[src/rtl/axi_burst_splitter_pkg.sv]
// Shared constants, AXI field-width defines and FSM state type for the AXI burst splitter.
`ifndef BW_AXI_ALEN
`define BW_AXI_ALEN 8
`endif
`ifndef BW_AXI_ASIZE
`define BW_AXI_ASIZE 3
`endif
`ifndef BW_AXI_ABURST
`define BW_AXI_ABURST 2
`endif

package axi_burst_splitter_pkg;

  localparam logic [`BW_AXI_ABURST-1:0] AXI_BURST_INCR   = 2'b01;
  localparam int                        AXI_4KB_BOUNDARY = 4096;
  localparam int                        BW_4KB_OFFSET    = 12;

  typedef enum logic [1:0] {
    ST_IDLE  = 2'd0,
    ST_CALC  = 2'd1,
    ST_ISSUE = 2'd2,
    ST_FIN   = 2'd3
  } state_t;

endpackage

[src/rtl/axi_burst_len_calc.sv]
// Combinational burst sizing: beats = min(remaining, MAX_BURST_LEN, beats left before the
// next 4 KB boundary), plus the start address of the following burst.
module axi_burst_len_calc
  import axi_burst_splitter_pkg::*;
#(
  parameter int BW_ADDR       = 32,
  parameter int BW_NUM_BEAT   = 16,
  parameter int MAX_BURST_LEN = 16
) (
  input  logic [BW_ADDR-1:0]       i_addr,
  input  logic [BW_NUM_BEAT-1:0]   i_remaining,
  input  logic [`BW_AXI_ASIZE-1:0] i_size,
  output logic [BW_NUM_BEAT-1:0]   o_beats,
  output logic [BW_ADDR-1:0]       o_next_addr
);

  logic [31:0] w_to4k;
  logic [31:0] w_rem;
  logic [31:0] w_cap;
  logic [31:0] w_min;

  // Address is size-aligned, so the 4 KB distance in beats is always >= 1 for size <= 12.
  assign w_to4k = (32'(AXI_4KB_BOUNDARY) - 32'(i_addr[BW_4KB_OFFSET-1:0])) >> i_size;
  assign w_rem  = 32'(i_remaining);
  assign w_cap  = (w_rem < 32'(MAX_BURST_LEN)) ? w_rem : 32'(MAX_BURST_LEN);
  assign w_min  = (w_cap < w_to4k) ? w_cap : w_to4k;

  assign o_beats     = w_min[BW_NUM_BEAT-1:0];
  assign o_next_addr = i_addr + (BW_ADDR'(o_beats) << i_size);

endmodule

[src/rtl/axi_burst_splitter.sv]
// Splits one transfer command into 4 KB-safe AXI INCR address requests.
// Optional burst counter output enabled by defining AXI_BURST_SPLITTER_STAT_EN.
module axi_burst_splitter
  import axi_burst_splitter_pkg::*;
#(
  parameter int BW_ADDR       = 32,
  parameter int BW_AXI_TID    = 4,
  parameter int BW_NUM_BEAT   = 16,
  parameter int MAX_BURST_LEN = 16
) (
  input  logic                      clk,
  input  logic                      rst,
  input  logic                      cmd_valid,
  output logic                      cmd_ready,
  input  logic [BW_ADDR-1:0]        cmd_addr,
  input  logic [BW_NUM_BEAT-1:0]    cmd_num_beat,
  input  logic [`BW_AXI_ASIZE-1:0]  cmd_size,
  input  logic [BW_AXI_TID-1:0]     cmd_id,
  output logic [BW_AXI_TID-1:0]     axid,
  output logic [BW_ADDR-1:0]        axaddr,
  output logic [`BW_AXI_ALEN-1:0]   axlen,
  output logic [`BW_AXI_ASIZE-1:0]  axsize,
  output logic [`BW_AXI_ABURST-1:0] axburst,
  output logic                      axvalid,
  input  logic                      axready,
  output logic                      busy,
  output logic                      done
`ifdef AXI_BURST_SPLITTER_STAT_EN
  ,
  output logic [31:0]               stat_num_burst
`endif
);

  state_t                     r_state;
  state_t                     w_state_next;
  logic [BW_ADDR-1:0]         r_addr;
  logic [BW_NUM_BEAT-1:0]     r_remaining;
  logic [BW_NUM_BEAT-1:0]     r_beats;
  logic [BW_ADDR-1:0]         r_next_addr;
  logic [BW_AXI_TID-1:0]      r_id;
  logic [`BW_AXI_ASIZE-1:0]   r_size;
  logic [BW_AXI_TID-1:0]      r_axid;
  logic [BW_ADDR-1:0]         r_axaddr;
  logic [`BW_AXI_ALEN-1:0]    r_axlen;
  logic [`BW_AXI_ASIZE-1:0]   r_axsize;

  logic [BW_NUM_BEAT-1:0]     w_beats;
  logic [BW_NUM_BEAT-1:0]     w_beats_m1;
  logic [BW_ADDR-1:0]         w_next_addr;
  logic [BW_ADDR-1:0]         w_cmd_addr_aligned;
  logic                       w_cmd_hs;
  logic                       w_ax_hs;

  axi_burst_len_calc #(
    .BW_ADDR       (BW_ADDR),
    .BW_NUM_BEAT   (BW_NUM_BEAT),
    .MAX_BURST_LEN (MAX_BURST_LEN)
  ) u_len_calc (
    .i_addr      (r_addr),
    .i_remaining (r_remaining),
    .i_size      (r_size),
    .o_beats     (w_beats),
    .o_next_addr (w_next_addr)
  );

  assign w_cmd_hs           = (r_state == ST_IDLE) && cmd_valid;
  assign w_ax_hs            = (r_state == ST_ISSUE) && axready;
  assign w_beats_m1         = w_beats - BW_NUM_BEAT'(1);
  assign w_cmd_addr_aligned = cmd_addr & ({BW_ADDR{1'b1}} << cmd_size);

  always_ff @(posedge clk) begin
    if (rst) begin
      r_state <= ST_IDLE;
    end else begin
      r_state <= w_state_next;
    end
  end

  always_comb begin
    w_state_next = r_state;
    cmd_ready    = 1'b0;
    axvalid      = 1'b0;
    busy         = 1'b1;
    done         = 1'b0;
    case (r_state)
      ST_IDLE: begin
        cmd_ready = 1'b1;
        busy      = 1'b0;
        if (cmd_valid) begin
          w_state_next = (cmd_num_beat == '0) ? ST_FIN : ST_CALC;
        end
      end
      ST_CALC: begin
        w_state_next = ST_ISSUE;
      end
      ST_ISSUE: begin
        axvalid = 1'b1;
        if (axready) begin
          w_state_next = (r_remaining != r_beats) ? ST_CALC : ST_FIN;
        end
      end
      ST_FIN: begin
        done         = 1'b1;
        w_state_next = ST_IDLE;
      end
      default: begin
        w_state_next = ST_IDLE;
      end
    endcase
  end

  // Burst payload is captured in CALC so it stays frozen for the whole ISSUE phase.
  always_ff @(posedge clk) begin
    if (rst) begin
      r_addr      <= '0;
      r_remaining <= '0;
      r_beats     <= '0;
      r_next_addr <= '0;
      r_id        <= '0;
      r_size      <= '0;
      r_axid      <= '0;
      r_axaddr    <= '0;
      r_axlen     <= '0;
      r_axsize    <= '0;
    end else begin
      if (w_cmd_hs) begin
        r_addr      <= w_cmd_addr_aligned;
        r_remaining <= cmd_num_beat;
        r_id        <= cmd_id;
        r_size      <= cmd_size;
      end
      if (r_state == ST_CALC) begin
        r_beats     <= w_beats;
        r_next_addr <= w_next_addr;
        r_axaddr    <= r_addr;
        r_axlen     <= `BW_AXI_ALEN'(w_beats_m1);
        r_axid      <= r_id;
        r_axsize    <= r_size;
      end
      if (w_ax_hs) begin
        r_addr      <= r_next_addr;
        r_remaining <= r_remaining - r_beats;
      end
    end
  end

  assign axid    = r_axid;
  assign axaddr  = r_axaddr;
  assign axlen   = r_axlen;
  assign axsize  = r_axsize;
  assign axburst = AXI_BURST_INCR;

`ifdef AXI_BURST_SPLITTER_STAT_EN
  logic [31:0] r_stat_num_burst;

  always_ff @(posedge clk) begin
    if (rst) begin
      r_stat_num_burst <= '0;
    end else if (w_ax_hs) begin
      r_stat_num_burst <= r_stat_num_burst + 32'd1;
    end
  end

  assign stat_num_burst = r_stat_num_burst;
`endif

endmodule
[config.mk]
export PLATFORM = sky130hd
export DESIGN_NAME = axi_burst_splitter
export DESIGN_NICKNAME = d
export VERILOG_FILES = /design/src/rtl/axi_burst_splitter_pkg.sv /design/src/rtl/axi_burst_len_calc.sv /design/src/rtl/axi_burst_splitter.sv
export SDC_FILE = /design/constraint.sdc
export NUM_CORES = 1
export LEC_CHECK = 0
export CORE_MARGIN = 2
export CORE_UTILIZATION = 52
export DETAILED_ROUTE_END_ITERATION = 16
export PLACE_DENSITY = 0.81
export SLEW_MARGIN = 30
export SYNTH_ARGS = -nofsm -noshare
export SYNTH_HDL_FRONTEND = slang
export SYNTH_SLANG_ARGS = --single-unit
[constraint.sdc]
create_clock -name clk -period 7.6 [get_ports clk]
set_input_delay 1.52 -clock clk [delete_from_list [all_inputs] [get_ports clk]]
set_output_delay 1.52 -clock clk [all_outputs]
set_load 0.1 [all_outputs]
# Word level (Yosys, flattened, before mapping)
# Cells that the tools add are included.
[totals]
register_bits = 152
input_bits = 59
out_inout_bits = 53
elab_cells = 48
[op_classes]
add_sub_neg = 4
order_cmp = 2
n_eq_ne = 6
shift = 3
mux = 15
bitwise = 1
reduce_logical = 6
[ops]
columns = ["op", "n"]
rows = [
  ["two-way mux 16 bit", 4],
  ["two-way mux 32 bit", 2],
  ["adder 32 bit", 1],
  ["AND 32 bit", 1],
  ["< comparator 16 x 32 -> 1 bit", 1],
  ["left shift 16 x 3 -> 32 bit", 1],
  ["left shift 32 x 3 -> 32 bit, first input constant", 1],
  [">> shifter 32 x 3 -> 32 bit", 1],
  ["zero test 16 bit", 1],
  ["< comparator 16 x 5 -> 1 bit, second input constant", 1],
  ["!= test 16 bit", 1],
  ["subtractor 16 bit", 1],
  ["subtractor 13 x 12 -> 14 bit, first input constant", 1],
  ["two-way mux 2 bit", 4],
  ["one-hot mux 2 bit (4 select lines)", 1],
  ["subtractor 8 x 1 -> 8 bit, second input constant", 1],
  ["== test 2 bit, second input constant", 2],
  ["two-way mux 1 bit", 4],
  ["!= test 2 bit, second input constant", 2],
  ["== test 2 x 1 -> 1 bit, second input constant", 1],
  ["logical AND 1 bit", 2],
  ["zero test 2 bit", 1],
  ["AND reduction 2 bit", 1],
  ["nonzero test 2 bit", 1],
]

# Logic depth before layout (Yosys ltp)
# Gate-level depths: netlist of run 1.
[depth]
depth_word = 6
ltp_mapped = 34
ltp_nobuf = 30

# Modules after synthesis
# From an unflattened synthesis of run 1, not the netlist that was laid out.
[unflattened]
cells_unflattened = 1224
area_unflattened_um2 = 9416.5
[by_module_without_submodules]
columns = ["module", "instances", "cells_per_inst", "area_per_inst_um2", "seq_area_each_um2"]
rows = [
  ["axi_burst_splitter", 1, 817, 6487.5, 3042.9],
  ["axi_burst_len_calc", 1, 407, 2929.1, 0.0],
]

# Worst setup path before layout of run 1
# OpenSTA, ideal clock, no wires.
[synth_timing]
path_kind = "flip-flop to flip-flop"
start = "register r_addr[1]"
end = "register r_next_addr[29]"
setup_ns = 0.131
arrival_ns = 6.935
required_time_ns = 7.469
path_slack_ns = 0.534
stages_incl_launch_ff = 31
n_path_buf = 4
synth_period_minus_slack_ns = 7.066
cell_sequence = "dfxtp_1 clkbuf_1 inv_1 ha_1 nand2b_1 buf_1 o31ai_1 a221oi_1 o221ai_1 ha_1 a21o_1 a21o_1 a211o_1 a2111oi_0 a21o_1 buf_6 mux2i_1 a21oi_1 a21o_1 o22ai_1 ha_1 clkbuf_1 a41oi_1 o21ai_0 a2111oi_0 a31oi_1 o31ai_1 o21ai_1 a21o_1 a21oi_1 nor3_1"
[synth_via]
elab_chain_len = 6
[synth_rtl]
columns = ["item", "line_no", "source"]
rows = [
  ["start: declaration", "axi_burst_splitter.sv:36", "logic [BW_ADDR-1:0] r_addr;"],
  ["start signal: assignment", "axi_burst_splitter.sv:127", "r_addr <= w_cmd_addr_aligned;"],
  ["start signal: assignment", "axi_burst_splitter.sv:141", "r_addr <= r_next_addr;"],
  ["subtractor 13 x 12 -> 14 bit", "axi_burst_len_calc.sv:23", "assign w_to4k = (32'(AXI_4KB_BOUNDARY) - 32'(i_addr[BW_4KB_OFFSET-1:0])) >> i_size;"],
  [">> shifter 32 x 3 -> 32 bit", "axi_burst_len_calc.sv:23", ""],
  ["< comparator 16 x 32 -> 1 bit", "axi_burst_len_calc.sv:26", "assign w_min = (w_cap < w_to4k) ? w_cap : w_to4k;"],
  ["two-way mux 16 bit", "axi_burst_len_calc.sv:26", ""],
  ["left shift 16 x 3 -> 32 bit", "axi_burst_len_calc.sv:29", "assign o_next_addr = i_addr + (BW_ADDR'(o_beats) << i_size);"],
  ["adder 32 bit (*)", "axi_burst_len_calc.sv:29", ""],
  ["end signal: assignment", "axi_burst_splitter.sv:134", "r_next_addr <= w_next_addr;"],
  ["end: declaration", "axi_burst_splitter.sv:39", "logic [BW_ADDR-1:0] r_next_addr;"],
]
# Every way passes the cells marked *; elsewhere a longest branch is shown, timed or not.
# A chain may end at the register's enable or synchronous reset.

# Worst setup path in the final report of run 1
[layout_timing]
start = "register r_addr[8]"
end = "register r_next_addr[24]"
# Same word-level chain as after synthesis.

==> results of run 1 <==
## what timing repair did
action | CTS | global route
endpoints found under the setup margin | 0 | 22
gates resized for setup | 0 | 15
setup buffers | 0 | 3
## through the flow
step	cell area [um2]	TNS (ns)	util, %	power, W
global route	11500	-0.0405	64.4	0.00297
CTS	11400	0	63.9	0.00280
detailed placement	10800	0	60.5	0.00190
finish	11500	0	64.4	0.00284
floorplan	9550	0	-	0.00164
global placement	10800	0	60.4	0.00188
## power groups by stage
stage / clock [W] / combinational (W) / sequential [W]
finish: 0.000899 / 0.00105 / 0.000893
global route: 0.000943 / 0.00113 / 0.000898
CTS: 0.000907 / 0.00100 / 0.000891
detailed placement: 0 / 0.000991 / 0.000908
global placement: 0 / 0.000978 / 0.000907
floorplan: 0 / 0.000678 / 0.000962
## worst max-delay path: cells and delay by family, from the launching register on
kind	cells	cell delay, ns
muxes	2	0.47
AOI/OAI and AO/OA	16	4.46
adders and majority gates	2	0.65
and+or+nand+nor	4	0.93
DFF	1	0.39
buffers and inverters	1	0.14
## cell usage after synthesis (all sizes together) (8+ instances only)
master / number / area, um2
nor2b: 17 / 106
nor2: 72 / 270
nand3: 24 / 120
nand2: 228 / 856
nand4: 9 / 56.3
inv: 43 / 161
a21o: 12 / 90.1
dfxtp: 152 / 3040
clkbuf: 69 / 260
xor2: 15 / 131
and2: 8 / 50.1
or3: 8 / 55.1
a211oi: 21 / 163
a31oi: 12 / 75.1
o21ai: 41 / 205
a32oi: 8 / 70.1
nor3: 32 / 160
mux2i: 16 / 164
a21oi: 170 / 851
nor4: 15 / 93.8
nand2b: 11 / 68.8
buf: 23 / 149
a22oi: 40 / 300
ha: 52 / 651
xnor2: 22 / 193
## layer usage
layer	share of wire (%)	track usage (%)	vias up	wire length, um
met2	46	46.0	441	13100
met5	0	0	-	0
li1	-	-	4650	-
met3	9.0	6.77	65	2570
met4	2.3	9.25	0	671
met1	43	39.0	4543	12200
## final cells by class
| cell class | instances | area share, % |
|---|---|---|
| Multi-Input combinational cell | 980 | 52.3 |
| Sequential cell | 152 | 26.4 |
| Timing Repair Buffer | 148 | 12.1 |
| Clock buffer | 17 | 3.69 |
| Tap cell | 229 | 2.49 |
| Clock inverter | 14 | 1.67 |
| Inverter | 43 | 1.40 |
## kinds of logic (layout without fill, tap and decap cells)
group	after synthesis	after routing	share of synthesized area (%)
other	2	20	0.0792
XOR/XNOR	37	37	3.42
buffers and inverters	135	222	6.02
AO/OA/AOI/OAI	388	388	26.3
multiplexers	24	24	2.80
flip-flops	152	152	32.1
AND/OR/NAND/NOR	457	457	22.0
adder cells (fa/ha/maj)	54	54	7.28
## path summary, 6_finish.rpt
path / startpoint / endpoint / slack, ns
worst max-delay path: r_addr[8] / r_next_addr[24] / 0.38
worst min register to register: axaddr[17] / axaddr[17] / 0.45
worst max register to register: r_addr[8] / r_next_addr[24] / 0.38
worst min-delay path: axaddr[17] / axaddr[17] / 0.45
## state kept, by name, summed over array words and instances, names as in the netlist
name / flops
axaddr: 32
r_addr: 32
axlen: 8
r_remaining: 16
r_size: 3
r_id: 4
r_beats: 16
r_next_addr: 32
axsize: 3
r_state: 2
axid: 4
==> metrics.log, run 1 <==
INFO  metric mostFrequentLayoutCell = nand2_1
INFO  metric io_pins = ~110
INFO  metric portBuffers = approximately 110
INFO  metric synthesized_area_divided_by_synthesized_cell_count = ~7.6 um2
INFO  metric critPathMaxStageDelay = around 0.67 ns
INFO  metric residual_drc = 0
INFO  metric post_cts_hold_buffer_count = 0
INFO  metric clock.fmax = 0.138 GHz
INFO  metric power.leakage = 4.33 nW
INFO  metric skew_final = 0.0124 ns
INFO  metric vias = between 9000 and 10000
INFO  metric crit_required = 7.87 ns
INFO  metric crit_top_cell = a21oi_1
INFO  metric grt_remaining_overflow = 0
INFO  metric relSlewSlack = between 30% and 40%
INFO  metric cts_sinks = around 150
INFO  metric tritoncts_clock_tree = yes
INFO  metric number_of_buffers_created_by_cts = 17
INFO  metric hold_path.class = flip-flop to flip-flop
INFO  metric syn_to_final_growth = 21.5%
INFO  metric finalSetupViolCount = 0
INFO  metric area_of_the_multi_input_gates = approximately 6000 um2
INFO  metric place.gp.congestion = approximately 0.99
INFO  metric synth_enable_flop_cells = 0
INFO  metric setup_ws = approximately 0.38 ns
INFO  metric outcome = finished, final reports clean
INFO  metric first_pass_iters = 7
INFO  metric synth-async-reset-ratio = 0%
INFO  metric post_synth_inst_count = approximately 1200
INFO  metric p_per_area = 246 nW/um2
INFO  metric floorplan.core_area = 17900 um2
INFO  metric syn-cell-area = 9480 um2
INFO  metric worstPathMaxFanout = 8
INFO  metric critPathLaunchType = flip-flop
INFO  metric total_of_flip_flops_plus_latches_after_synthesis = between 150 and 200
INFO  metric routed_wirelength = 28600 um
INFO  metric antenna-diode-count = 0
INFO  metric global_route_wire_length_before_repair = approximately 46000 um
INFO  metric timing_worst_slew_pin_value = ~1.0 ns
INFO  metric hold_viol_final = 0
INFO  metric wire_per_inst = 18.0 um
INFO  metric hold_slack = 0.453 ns
INFO  metric detailed_place_hpwl = 19400 um
INFO  metric netSwitchingFraction = 37.4%
INFO  metric main_synth_ff_type = dfxtp_1
INFO  metric cts.root.buffer_cell = clkbuf_16
INFO  metric ys_types = 78
INFO  metric drt_first_iter_violations = slightly above 1000
INFO  metric worst_setup_path_type = flip-flop to flip-flop
INFO  metric path_clk_slew = about 0.070 ns
INFO  metric p_int = about 0.0018 W
INFO  metric arrival = around 7.5 ns
INFO  metric initial_utilization = around 53%
INFO  metric grt_pass1_vias = 9078
INFO  metric ant_nets = 0
INFO  metric number_of_antenna_violations_at_the_first_check_in_global_routing = 0
INFO  metric clkPwrFrac = about a third
INFO  metric die_x = about 140 um
INFO  metric post_layout_nonfiller_instances = roughly 1600
INFO  metric p_seq_share = 31.5%
INFO  metric design.die.area = about 19000 um2
INFO  metric vias_per_cell = slightly above 6
INFO  metric track_usage = just under 30%
INFO  metric ys_warn_count = 0
INFO  metric cts_max_level = 4
INFO  metric fillers = about 1500
INFO  metric dpl.cell_count = 1549
INFO  metric min_path_cells = 2
INFO  metric irDropWorstVdd = 0.185 mV
INFO  metric finalCritPeriodShare = 95.0%
INFO  metric critPathCaptureType = flip-flop
INFO  metric comb_power_share = between 30% and 40%
INFO  metric yosysSeqAreaShare = about 32%
INFO  metric timing.reg2reg.worst_path_depth = 25
INFO  metric most-common-layout-cells = 228 x nand2_1, 170 x a21oi_1, 152 x dfxtp_1
INFO  metric dieHeight = 139 um
INFO  metric final-max-slew-violation-count = 0
INFO  metric place_ws = 0.0140 ns
INFO  metric num_rows = 49
INFO  metric clk-insertion-delay-late = around 0.43 ns
INFO  metric clock_tree.buffer_depth = 2
INFO  metric largest_net_degree_at_the_start_of_global_routing = 85
INFO  metric area.sequential = just over 3000 um2
INFO  metric worst_path_max_delay_cell = or4_1
INFO  metric period_needed = 7.22 ns
INFO  metric maxcap_viol_count = 0
INFO  metric final_layout_size_suffix_gt1_share = just over 8%
INFO  metric layout.nets = roughly 1500
INFO  metric net-switching-power = about 0.0011 W
Note: power is estimated with default switching activity, not from simulation.
==> run 2: changes to the inputs <==
CORE_ASPECT_RATIO = 1.4   (was unset)
==> run 2 against run 1 <==
Die area barely moved; cell count grew 0.88%; setup slack better by 0.094 ns; global-route usage up 0.43 points; maximum frequency grew 1.3%; combinational power barely moved; critical endpoint unchanged; largest cell class unchanged.
==> metrics.log, run 2 (synthesis gave the netlist of run 1 again) <==
INFO  metric number_of_antenna_violations_at_the_first_check_in_global_routing = 0
INFO  metric hold_path.class = flip-flop to flip-flop
INFO  metric cts.root.buffer_cell = clkbuf_16
INFO  metric critPathLaunchType = flip-flop
INFO  metric die_x = between 100 and 150 um
INFO  metric vias_per_cell = 6.06
INFO  metric timing.rr.start = r_addr[0]
INFO  metric timing_worst_slew_pin_value = roughly 1.0 ns
INFO  metric area_of_the_multi_input_gates = around 6000 um2
INFO  metric tritoncts_clock_tree = yes
INFO  metric p_per_area = ~240 nW/um2
INFO  metric maxcap_viol_count = 0
INFO  metric power.leakage = about 4.3 nW
INFO  metric place_area = around 11000 um2
INFO  metric place.gp.congestion = between 0.9 and 1
INFO  metric wire_per_inst = roughly 18 um
INFO  metric finalCritPeriodShare = a little over nine tenths
INFO  metric routed_wirelength = between 20000 and 30000 um
INFO  metric area.sequential = approximately 3000 um2
INFO  metric drt_first_iter_violations = between 700 and 800
INFO  metric fin_area = ~12000 um2
INFO  metric initial_utilization = a little over half
INFO  metric timing.hold.worst.start = axaddr[6]
INFO  metric crit_required = about 7.9 ns
INFO  metric final-max-slew-violation-count = 0
INFO  metric grtUsageMet3 = under 10%
INFO  metric path_cells = or4b_1 > or4b_2 > or3b_1 > a221oi_4 > ha_1 > a21o_1 > a21o_1 > a211o_1 > a2111oi_2 > a21o_2 > buf_4 > mux2i_1 > mux2_2 > a222oi_1 > o21ai_0 > ha_1 > a21oi_1 > o22ai_1 > o2111ai_1 > a211oi_2 > o311ai_2 > a21oi_1 > a2111oi_0 > nor4_1
INFO  metric arrival = approximately 7.4 ns
INFO  metric worst_setup_path_type = flip-flop to flip-flop
INFO  metric layout.nets = approximately 1500
INFO  metric first_pass_iters = 7
INFO  metric irDropWorstVdd = roughly 0.18 mV
INFO  metric outcome = finished, final reports clean
INFO  metric design.die.area = 19400 um2
INFO  metric worst_path_max_delay_cell = or4b_2
INFO  metric relSlewSlack = around a third
INFO  metric dieHeight = approximately 160 um
INFO  metric largest_net_degree_at_the_start_of_global_routing = 84
INFO  metric most-common-layout-cells = 228 x nand2_1, 170 x a21oi_1, 152 x dfxtp_1
INFO  metric antenna-diode-count = 0
INFO  metric global_route_wire_length_before_repair = about 46000 um
INFO  metric final_layout_size_suffix_gt1_share = under 10%
INFO  metric hold_viol_final = 0
INFO  metric fillers = ~1600
INFO  metric grt_remaining_overflow = 0
INFO  metric floorplan.core_area = between 15000 and 20000 um2
INFO  metric residual_drc = 0
INFO  metric worst_r2r_endpoint = r_next_addr[24]
INFO  metric hold_path_end = axaddr[6]
INFO  metric critPathCaptureType = flip-flop
INFO  metric globalRoute.busiestLayer = met2
INFO  metric detailed_place_hpwl = approximately 20000 um
INFO  metric num_rows = 58
INFO  metric cts_sinks = 152
INFO  metric ant_nets = 0
INFO  metric clock.fmax = roughly 0.14 GHz
INFO  metric rsz0062_at_grt = false
INFO  metric finish.utilization = about 65%
INFO  metric setup.reg_to_reg.worst_slack = approximately 0.47 ns
INFO  metric syn_to_final_growth = 22.2%
INFO  metric skew_final = around 0.014 ns
INFO  metric critPathMaxStageDelay = about 0.66 ns
INFO  metric cts_max_level = 4
INFO  metric grt_pass1_vias = a little over 9000
INFO  metric timing.reg2reg.worst_path_depth = 24
INFO  metric finalSetupViolCount = 0
INFO  metric path_buf_inv = 1
INFO  metric period_needed = roughly 7 ns
INFO  metric track_usage = just under 30%
INFO  metric io_pins = approximately 110
INFO  metric worstPathMaxFanout = 12
INFO  metric min_path_cells = 2
INFO  metric use_met2 = 53.0%
INFO  metric path_clk_slew = roughly 0.07 ns
INFO  metric mostFrequentLayoutCell = nand2_1
INFO  metric portBuffers = approximately 110
INFO  metric clock_tree.buffer_depth = 2
INFO  metric cpLargestDelayFamily = compound AO/OA/AOI/OAI gates
INFO  metric hold_slack = around 0.45 ns
INFO  metric place_ws = -0.101 ns
INFO  metric number_of_buffers_created_by_cts = 17
INFO  metric gr-usage-met1 = approximately a third
INFO  metric clk-insertion-delay-late = ~0.44 ns
INFO  metric setup_ws = ~0.47 ns
INFO  metric vias = 9675
## run 2: final cells by class
cell class | count | share of cell area, %
Tap cell | 240 | 2.59
Clock inverter | 15 | 1.81
Inverter | 43 | 1.39
Clock buffer | 17 | 3.67
Sequential cell | 152 | 26.3
Multi-Input combinational cell | 980 | 52.0
Timing Repair Buffer | 150 | 12.3
## run 2: how the worst max path moves through the flow
stage | start | to | cells after the start | slack (ns)
3_5_place_dp | r_addr[0] | r_next_addr[24] | 26 | -0.10
3_3_place_gp | r_addr[0] | r_next_addr[28] | 26 | 0.12
2_1_floorplan | r_addr[1] | r_next_addr[29] | 30 | 0.53
5_1_grt | r_addr[0] | r_next_addr[28] | 28 | 0.02
6_report | r_addr[0] | r_next_addr[24] | 24 | 0.47
4_1_cts | r_addr[0] | r_next_addr[31] | 27 | 0.02
## run 2: what timing repair did
item                                    CTS  global route
resized for setup                         1            17
pin swaps                                 0             1
hold buffers                              0             0
hold endpoints to repair                  0             0
endpoints found under the setup margin    4            21
buffers inserted                          0             0
## run 2: report_power, final
| part | internal (W) | leakage (nW) | switching [W] |
|---|---|---|---|
| clock | 0.000505 | 0.305 | 0.000394 |
| combinational | 0.000405 | 2.81 | 0.000629 |
| sequential | 0.000847 | 1.24 | 0.0000445 |
| total | 0.00176 | 4.35 | 0.00107 |
## run 2: through the flow
step	instances	power (W)	TNS [ns]
floorplan	1267	0.00164	0
detailed placement	1565	0.00191	-0.216
finish	1597	0.00282	0
global placement	1564	0.00190	0
CTS	1597	0.00281	0
global route	1597	0.00296	0
## run 2: worst min-delay path: cells and delay by family (launching register included)
family	cells	cell delay, ns
AO/OA/AOI/OAI	1	0.05
AND/OR/NAND/NOR	1	0.05
flip-flops	1	0.31
## run 2: metal layers
metal  routed length [um]  share of wire, %
met1                11100                39
met3                 1430               5.0
met4                 1400               4.9
met2                14600                51
met5                    0                 0
==> run 3: changes to the inputs <==
GPL_ROUTABILITY_DRIVEN = 0   (was unset)
==> run 3 against run 2 <==
Count of clock-buffer cells in the layout up 3; maximum frequency down 1.2%; die area unchanged; clock skew down 0.0041 ns; setup slack worse by 0.089 ns; critical endpoint is now r_next_addr[31]; highest routed layer unchanged.
==> metrics.log, run 3 (synthesis gave the netlist of run 1 again) <==
INFO  metric outcome = finished, final reports clean
INFO  metric vias_per_cell = a little over 6
INFO  metric mostFrequentLayoutCell = nand2_1
INFO  metric timing_worst_slew_pin_value = 1.00 ns
INFO  metric finalSetupTns = 0 ns
INFO  metric power.leakage = between 4 and 5 nW
INFO  metric final-max-slew-violation-count = 0
INFO  metric first_pass_iters = 7
INFO  metric skew_final = 0.00950 ns
INFO  metric most-common-layout-cells = 228 x nand2_1, 169 x a21oi_1, 152 x dfxtp_1
INFO  metric crit_required = 7.94 ns
INFO  metric grt_pass1_vias = between 9000 and 10000
INFO  metric die_x = 118 um
INFO  metric vias = a little under 10000
INFO  metric grtUsageMet3 = under 10%
INFO  metric comb_power_share = 37.6%
INFO  metric ant_nets = 0
INFO  metric clock_tree.buffer_depth = 2
INFO  metric globalRoute.busiestLayer = met2
INFO  metric largest_net_degree_at_the_start_of_global_routing = around 90
INFO  metric global_route_wire_length_before_repair = ~44000 um
INFO  metric relSlewSlack = about 33%
INFO  metric cts.root.buffer_cell = clkbuf_16
INFO  metric dpl.cell_count = 1554
INFO  metric clock.fmax = roughly 0.14 GHz
INFO  metric arrival = 7.56 ns
INFO  metric p_int = roughly 0.0017 W
INFO  metric finalSetupViolCount = 0
INFO  metric residual_drc = 0
INFO  metric wire_per_inst = ~17 um
INFO  metric syn_to_final_growth = 20.8%
INFO  metric detailed_place_hpwl = 19200 um
INFO  metric hold_path.class = flip-flop to flip-flop
INFO  metric post_cts_hold_buffer_count = 0
INFO  metric p_per_area = about 240 nW/um2
INFO  metric worst_path_max_delay_cell = mux4_2
INFO  metric finalCritPeriodShare = between 90% and 100%
INFO  metric maxcap_viol_count = 0
INFO  metric critPathCaptureType = flip-flop
INFO  metric clkPwrFrac = 29.7%
INFO  metric clk-insertion-delay-late = approximately 0.43 ns
INFO  metric num_rows = between 50 and 60
INFO  metric cts_max_level = 4
INFO  metric number_of_antenna_violations_at_the_first_check_in_global_routing = 0
INFO  metric grt_remaining_overflow = 0
INFO  metric netSwitchingFraction = a little under two fifths
INFO  metric tritoncts_clock_tree = yes
INFO  metric floorplan.core_area = between 15000 and 20000 um2
INFO  metric hold_slack = 0.452 ns
INFO  metric antenna-diode-count = 0
INFO  metric final_layout_size_suffix_gt1_share = under 10%
INFO  metric period_needed = approximately 7.2 ns
INFO  metric net-switching-power = 0.00104 W
INFO  metric use_met2 = approximately 49%
INFO  metric gr-usage-met1 = 30.8%
INFO  metric post_layout_nonfiller_instances = around 1600
INFO  metric crit_top_cell = buf_4
INFO  metric design.die.area = about 19000 um2
INFO  metric number_of_buffers_created_by_cts = 17
INFO  metric hold_viol_final = 0
INFO  metric routed_wirelength = between 20000 and 30000 um
INFO  metric dieHeight = 164 um
INFO  metric cts_sinks = between 150 and 200
INFO  metric io_pins = approximately 110
INFO  metric critPathLaunchType = flip-flop
INFO  metric irDropWorstVdd = 0.176 mV
INFO  metric worstPathMaxFanout = 12
INFO  metric portBuffers = around 110
INFO  metric layout.nets = roughly 1400
INFO  metric path_clk_slew = around 0.06 ns
INFO  metric critPathMaxStageDelay = roughly 0.54 ns
INFO  metric drt_first_iter_violations = between 800 and 900
INFO  metric initial_utilization = between 50% and 60%
INFO  metric track_usage = between 20% and 30%
INFO  metric worst_setup_path_type = flip-flop to flip-flop
INFO  metric p_seq_share = between 30% and 40%
==> run 3: cell count changes in the layout (fill, tap and decap cells not counted), sizes merged <==
cell / before / now
clkinvlp: 1 / 2
clkinv: 6 / 3
buf: 42 / 34
clkbuf: 17 / 20
bufinv: 2 / 0
inv: 49 / 50
==> run 3: layer usage <==
layer	vias up	part of all wire, %
met3	120	5.6
li1	4650	-
met4	0	6.5
met1	4520	38
met2	416	50
met5	-	0
==> run 3: final cells by class <==
type / instances / area (um2)
Fill cell: 1559 / 6470
Multi-Input combinational cell: 980 / 6040
Sequential cell: 152 / 3040
Timing Repair Buffer: 142 / 1350
Clock buffer: 20 / 457
Tap cell: 240 / 300
Inverter: 43 / 161
Clock inverter: 12 / 106
==> run 3: path summary, 6_finish.rpt <==
| check | start | to | slack [ns] | cells past startpoint |
|---|---|---|---|---|
| min reg2reg | r_next_addr[4] | r_next_addr[4] | 0.45 | 2 |
| max | r_addr[0] | r_next_addr[31] | 0.38 | 28 |
| max reg2reg | r_addr[0] | r_next_addr[31] | 0.38 | 28 |
| min | r_next_addr[4] | r_next_addr[4] | 0.45 | 2 |
==> run 3: metrics by stage <==
step	power [W]	area (um2)	setup WS (ns)	utilization, %
4_1_cts	0.00270	11400	0.00971	63.4
3_5_place_dp	0.00188	10800	-0.0829	60.2
3_3_place_gp	0.00187	10800	0.230	60.1
2_1_floorplan	0.00164	9550	0.534	-
6_report	0.00273	11500	0.382	63.9
5_1_grt	0.00287	11500	-0.0194	63.9
==> run 3: critical path, delay by kind of cell, from the launching register on <==
| family | cells | cell delay [ns] |
|---|---|---|
| AO/OA/AOI/OAI | 12 | 2.98 |
| AND/OR/NAND/NOR | 8 | 1.58 |
| adder cells (fa/ha/maj) | 2 | 0.79 |
| multiplexers | 2 | 0.74 |
| buffers and inverters | 3 | 0.47 |
| flip-flops | 1 | 0.41 |
| XOR/XNOR | 1 | 0.15 |
==> run 3: power groups by stage <==
| stage | clock, W | combinational, W | sequential [W] |
|---|---|---|---|
| global route | 0.000852 | 0.00111 | 0.000900 |
| floorplan | 0 | 0.000678 | 0.000962 |
| global placement | 0 | 0.000958 | 0.000908 |
| finish | 0.000811 | 0.00103 | 0.000894 |
| CTS | 0.000821 | 0.000987 | 0.000892 |
| detailed placement | 0 | 0.000976 | 0.000909 |
==> run 3: repair_timing <==
action | 4_1_cts | 5_1_grt
setup buffers | 0 | 3
endpoints found under the setup margin | 7 | 18
gates resized for setup | 2 | 16
pin swaps | 0 | 2
